`config.mk`:
```
export PLATFORM = sky130hd
export DESIGN_NAME = mem_port_arbiter
export DESIGN_NICKNAME = d
export VERILOG_FILES = /design/src/rtl/mem_port_arbiter.sv
export SDC_FILE = /design/constraint.sdc
export NUM_CORES = 1
export LEC_CHECK = 0
export ABC_AREA = 0
export CAP_MARGIN = 5
export CORE_MARGIN = 4
export CORE_UTILIZATION = 35
export CTS_CLUSTER_DIAMETER = 100
export DETAILED_ROUTE_END_ITERATION = 16
export HOLD_SLACK_MARGIN = 0.06
export PLACE_DENSITY = 0.77
export REMOVE_ABC_BUFFERS = 1
export SLEW_MARGIN = 20
export SYNTH_ARGS = -nofsm -noshare
export SYNTH_HDL_FRONTEND = slang
export SYNTH_SLANG_ARGS = --single-unit
```
`constraint.sdc`:
```
create_clock -name clk -period 1.8 [get_ports clk]
set_input_delay 0.36 -clock clk [delete_from_list [all_inputs] [get_ports clk]]
set_output_delay 0.36 -clock clk [all_outputs]
set_load 0.02 [all_outputs]
```
`src/rtl/mem_port_arbiter.sv`:
```
// mem_port_arbiter: shares one memory port between instruction fetch and data access.
// Data wins by default; a starvation counter and a watchdog bound every wait.
module mem_port_arbiter #(
    parameter int STARVE_LIMIT   = 4,
    parameter int TIMEOUT_CYCLES = 64
) (
    input  logic        clk,
    input  logic        rst_n,
    input  logic        i_req,
    input  logic [31:0] i_addr,
    output logic        i_ack,
    output logic [31:0] i_rdata,
    input  logic        d_req,
    input  logic        d_we,
    input  logic [31:0] d_addr,
    input  logic [31:0] d_wdata,
    output logic        d_ack,
    output logic [31:0] d_rdata,
    output logic        mem_req,
    output logic        mem_we,
    output logic [31:0] mem_addr,
    output logic [31:0] mem_wdata,
    input  logic        mem_ack,
    input  logic [31:0] mem_rdata,
    output logic        busy,
    output logic        timeout_err
);
    localparam int CW = (STARVE_LIMIT < 2) ? 1 : $clog2(STARVE_LIMIT + 1);
    localparam int WW = $clog2(TIMEOUT_CYCLES);
    localparam logic [CW-1:0] SMAX = CW'(STARVE_LIMIT);
    localparam logic [WW-1:0] WMAX = WW'(TIMEOUT_CYCLES - 1);

    typedef enum logic [1:0] {IDLE, GRANT_I, GRANT_D, RELEASE} state_t;

    state_t        state, state_nxt;
    logic [CW-1:0] starve_cnt, starve_nxt;
    logic [WW-1:0] wdog, wdog_nxt;
    logic          i_ack_nxt, d_ack_nxt, mem_req_nxt, mem_we_nxt;
    logic          busy_nxt, terr_nxt;
    logic [31:0]   i_rdata_nxt, d_rdata_nxt, addr_nxt, wdata_nxt;
    logic          force_i, finish;
    logic [31:0]   ret_data;

    always_comb begin
        state_nxt   = state;
        starve_nxt  = starve_cnt;
        wdog_nxt    = wdog;
        i_ack_nxt   = 1'b0;
        d_ack_nxt   = 1'b0;
        i_rdata_nxt = i_rdata;
        d_rdata_nxt = d_rdata;
        mem_req_nxt = mem_req;
        mem_we_nxt  = mem_we;
        addr_nxt    = mem_addr;
        wdata_nxt   = mem_wdata;
        terr_nxt    = timeout_err;
        force_i     = i_req && (STARVE_LIMIT != 0) && (starve_cnt == SMAX);
        finish      = mem_ack || (wdog == WMAX);
        // Aborts and data-write completions both return zero data
        ret_data    = (mem_ack && !(state == GRANT_D && mem_we)) ? mem_rdata : 32'h0;

        unique case (state)
            IDLE: begin
                if (d_req && !force_i) begin
                    state_nxt   = GRANT_D;
                    mem_req_nxt = 1'b1;
                    mem_we_nxt  = d_we;
                    addr_nxt    = d_addr;
                    wdata_nxt   = d_wdata;
                    wdog_nxt    = '0;
                    if (i_req && starve_cnt != SMAX)
                        starve_nxt = starve_cnt + 1'b1;
                end else if (i_req) begin
                    state_nxt   = GRANT_I;
                    mem_req_nxt = 1'b1;
                    mem_we_nxt  = 1'b0;
                    addr_nxt    = i_addr;
                    wdata_nxt   = 32'h0;
                    wdog_nxt    = '0;
                    starve_nxt  = '0;
                end
            end
            GRANT_I, GRANT_D: begin
                wdog_nxt = wdog + 1'b1;
                if (finish) begin
                    state_nxt   = RELEASE;
                    mem_req_nxt = 1'b0;
                    wdog_nxt    = '0;
                    if (!mem_ack)
                        terr_nxt = 1'b1;
                    if (state == GRANT_D) begin
                        d_ack_nxt   = 1'b1;
                        d_rdata_nxt = ret_data;
                    end else begin
                        i_ack_nxt   = 1'b1;
                        i_rdata_nxt = ret_data;
                    end
                end
            end
            RELEASE: state_nxt = IDLE;
            default: state_nxt = IDLE;
        endcase

        busy_nxt = (state_nxt != IDLE);
    end

    always_ff @(posedge clk or negedge rst_n) begin
        if (!rst_n) begin
            state       <= IDLE;
            starve_cnt  <= '0;
            wdog        <= '0;
            i_ack       <= 1'b0;
            d_ack       <= 1'b0;
            i_rdata     <= 32'h0;
            d_rdata     <= 32'h0;
            mem_req     <= 1'b0;
            mem_we      <= 1'b0;
            mem_addr    <= 32'h0;
            mem_wdata   <= 32'h0;
            busy        <= 1'b0;
            timeout_err <= 1'b0;
        end else begin
            state       <= state_nxt;
            starve_cnt  <= starve_nxt;
            wdog        <= wdog_nxt;
            i_ack       <= i_ack_nxt;
            d_ack       <= d_ack_nxt;
            i_rdata     <= i_rdata_nxt;
            d_rdata     <= d_rdata_nxt;
            mem_req     <= mem_req_nxt;
            mem_we      <= mem_we_nxt;
            mem_addr    <= addr_nxt;
            mem_wdata   <= wdata_nxt;
            busy        <= busy_nxt;
            timeout_err <= terr_nxt;
        end
    end
endmodule

```
==> impl_results.md <==
- Initial antenna violation count: 0
- Fin cells: 1077
- Vias: 5289
- Simple-Gate Fraction of Synth Area: 0.1700
- Peak VDD IR: 0.0008111 V
- Main combinational cell family by area after synthesis: simple AND/OR/NAND/NOR gates
- Layout cell share with drive strength beyond 1: 0.1039
- Most common cell after layout, fill and taps aside: clkdlybuf4s50_1
- Fraction of the mapped netlist area in compound gates: 0.1589
- I/O pin cnt: 268
- Synth Area in XOR/XNOR: 0
- First-pass GRT wire length: 28770 um
- Syn-to-layout area delta: 63.99%
- Final setup fails: 0
- Worst Path Arrival: 1.40 ns
- Slowest stage delay, CP: 0.61 ns
- Setup_tns: 0 ns
- Die ar.: 0.01923 mm^2
- Tcrit/Tclk final: 0.9784
- Pin count of the biggest net entering global routing: 57
- Fmax: 567.8 MHz
- First DRT Iteration DRCs: 224
- DR WL/cell: 16.56 um
- First drt pass iteration count: 5
- DR vias/cell: 4.911
- Port Buffers: 267
- Die Wd: 138.7 um
- Clock transition at path regs: 0.07 ns
- Worst setup slack after layout: 0.03880 ns
- Register area share after synthesis: 0.6071
- Slew Viols, Final: 0
- Vias in the first global route: 5289
- Synth Register Bits: 145
- Post-synthesis average cell area: 10.71 um^2
- Htree depth: 4
- Commonest cells after routing, fill and taps aside: clkdlybuf4s50_1, dfrtp_1, nand2_1
- Largest delay share family, worst path: buffers and inverters
- Initial Util: 0.3591
- RSZ-0062 raised after global routing: false
- Min-delay worst type: in -> async
- Post-CTS setup buffer count: 0
- Gr usage total: 0.1846
- FP Rows: 47
- Post-synthesis mux area share: 0
- Final Hold Viols: 0
- Antenna cells: 0
- Maxcap violations: 0
- Sink Count: 145
- CP cell instances: clkdlybuf4s50_1
- Synth Instances: 558
- Total Nets Final: 983
- Worst Path Buf+Inv: 1
- Placed insts: 1044
- Post-synth cell types: 40
- Worst Skew: 0.01567 ns
- WP data required: 1.44 ns
- CP Max Fanout: 2
- Status: finished, final reports clean
- Worst Tran Pin Value: 0.3753 ns
- Clock Tree Buf Depth: 2
- YS warnings: 0
- Pre-CTS setup slack: -0.08179 ns
- Final WL: 17830 um
- Max-slew headroom: 0.7498
- Final Critical Period: 1.761 ns
- Grt total ovfl: 0
- Die Y: 138.7 um
- Antenna-violating nets left: 0
- Post-Layout Inst Area: 0.009802 mm^2
- Worst-skew pair later-pin latency: 0.42 ns
- CTS tree: done
- Worst setup SP type: flip-flop
- Leakage: 0.004909 uW
- WHS: 0.4412 ns
- Gpl congestion: 0.7946
- Crit-path slowest cell: clkdlybuf4s50_1
- CTS root buffer: clkbuf_16
- Post-route DRC: 0
- Hpwl dp: 13040 um
- Synth Area in Adders: 0.01047
- Mapped cell area: 0.005977 mm^2
- WS Path Type: reg -> out
- Core Area: 0.01664 mm^2
- Placed instance area: 0.009101 mm^2
- TritonCTS Buffers: 17
- CP Capture Type: output port
- Pwr dens: 1813 mW/mm^2
final timing paths:
| kind | depth (start not counted) | endpoint | from | slack [ns] |
|---|---|---|---|---|
| worst max-delay path | 1 | i_rdata[26] | i_rdata[26]$_DFFE_PN0P_ | 0.04 |
| worst min-delay path | 2 | starve_cnt[0]$_DFFE_PN0P_ | rst_n | 0.44 |
| worst max register to register | 6 | wdog[3]$_DFFE_PN0P_ | wdog[0]$_DFFE_PN0P_ | 0.08 |
| worst min register to register | 2 | mem_wdata[8]$_DFFE_PN0P_ | mem_wdata[8]$_DFFE_PN0P_ | 0.46 |
| max in group asynchronous | 3 | i_rdata[18]$_DFFE_PN0P_ | rst_n | 0.74 |
| min in group clk | 2 | mem_wdata[8]$_DFFE_PN0P_ | mem_wdata[8]$_DFFE_PN0P_ | 0.46 |
cell type report:
type / instances / area [um^2]
clock buffers: 17 / 425.4
well taps: 220 / 275.3
inverters: 8 / 30.03
fillers: 1359 / 6840
clock inverters: 15 / 143.9
flip-flops and latches: 145 / 3628
repair buffers: 310 / 3246
multi-input cells: 362 / 2053
sequential cells by signal, summed over array words and instances, names as in the netlist:
name and count:
wdog 6, mem_wdata 32, mem_req 1, starve_cnt 3, i_ack 1, mem_addr 32
timeout_err 1, mem_we 1, i_rdata 32, d_rdata 32, state 2, busy 1
d_ack 1
power by group:
part,internal (uW),switching [uW]
Sequential,4740,775
Clock,1830,1520
Combinational,4350,4560
synthesized netlist by cell type, drive strengths merged:
cell       n  area, um^2
nor4       1       6.260
nand3b     1       20.02
nor2      39       146.4
clkbuf    10       37.54
ha         5       62.56
o21ai     15       78.82
and2       1       6.260
nand2b     1       6.260
and4b      1       10.01
a21o       3       22.52
a32o       1       10.01
inv        8       30.03
o21a       1       8.760
a31oi     32       200.2
a22oi      1       7.510
and2b      1       8.760
dfrtp    145        3628
and3b      1       8.760
or4        1       7.510
nand2    138       518.0
o2111ai    1       8.760
nand4      1       6.260
nor3b      1       7.510
a22o      66       578.1
a211o      1       8.760
or2        1       6.260
buf       33       252.8
nor3       3       15.01
nand3     40       217.7
or3b       1       11.26
and3       2       13.77
o31ai      1       7.510
o21bai     1       18.77
per-layer routing:
layer  vias up  GRT usage  share of wire
met5         -          0              0
met4         0    0.06334          0.019
met3        22    0.07207          0.098
met2       249     0.2891           0.45
met1      2492     0.2357           0.43
li1       2526          -              -
stage by stage:
stage,power (uW),util
after global routing,18850,0.5890
final,17770,0.5890
after CTS,18030,0.5812
after detailed placement,14660,0.5469
after global placement,14510,0.5469
after floorplan,9518,-
timing repair:
| item | 4_1_cts | 5_1_grt |
|---|---|---|
| hold buffers | 1 | 0 |
| resized for setup | 7 | 49 |
| endpoints found under the setup margin | 7 | 67 |
| hold endpoints to repair | 33 | 0 |
cells by family after synthesis:
group                      count (synthesis)
adders and majority gates                  5
AOI/OAI and AO/OA                        123
DFF                                      145
buffers and inverters                     51
and+or+nand+nor                          234
Power figures use the tool's default switching activity.
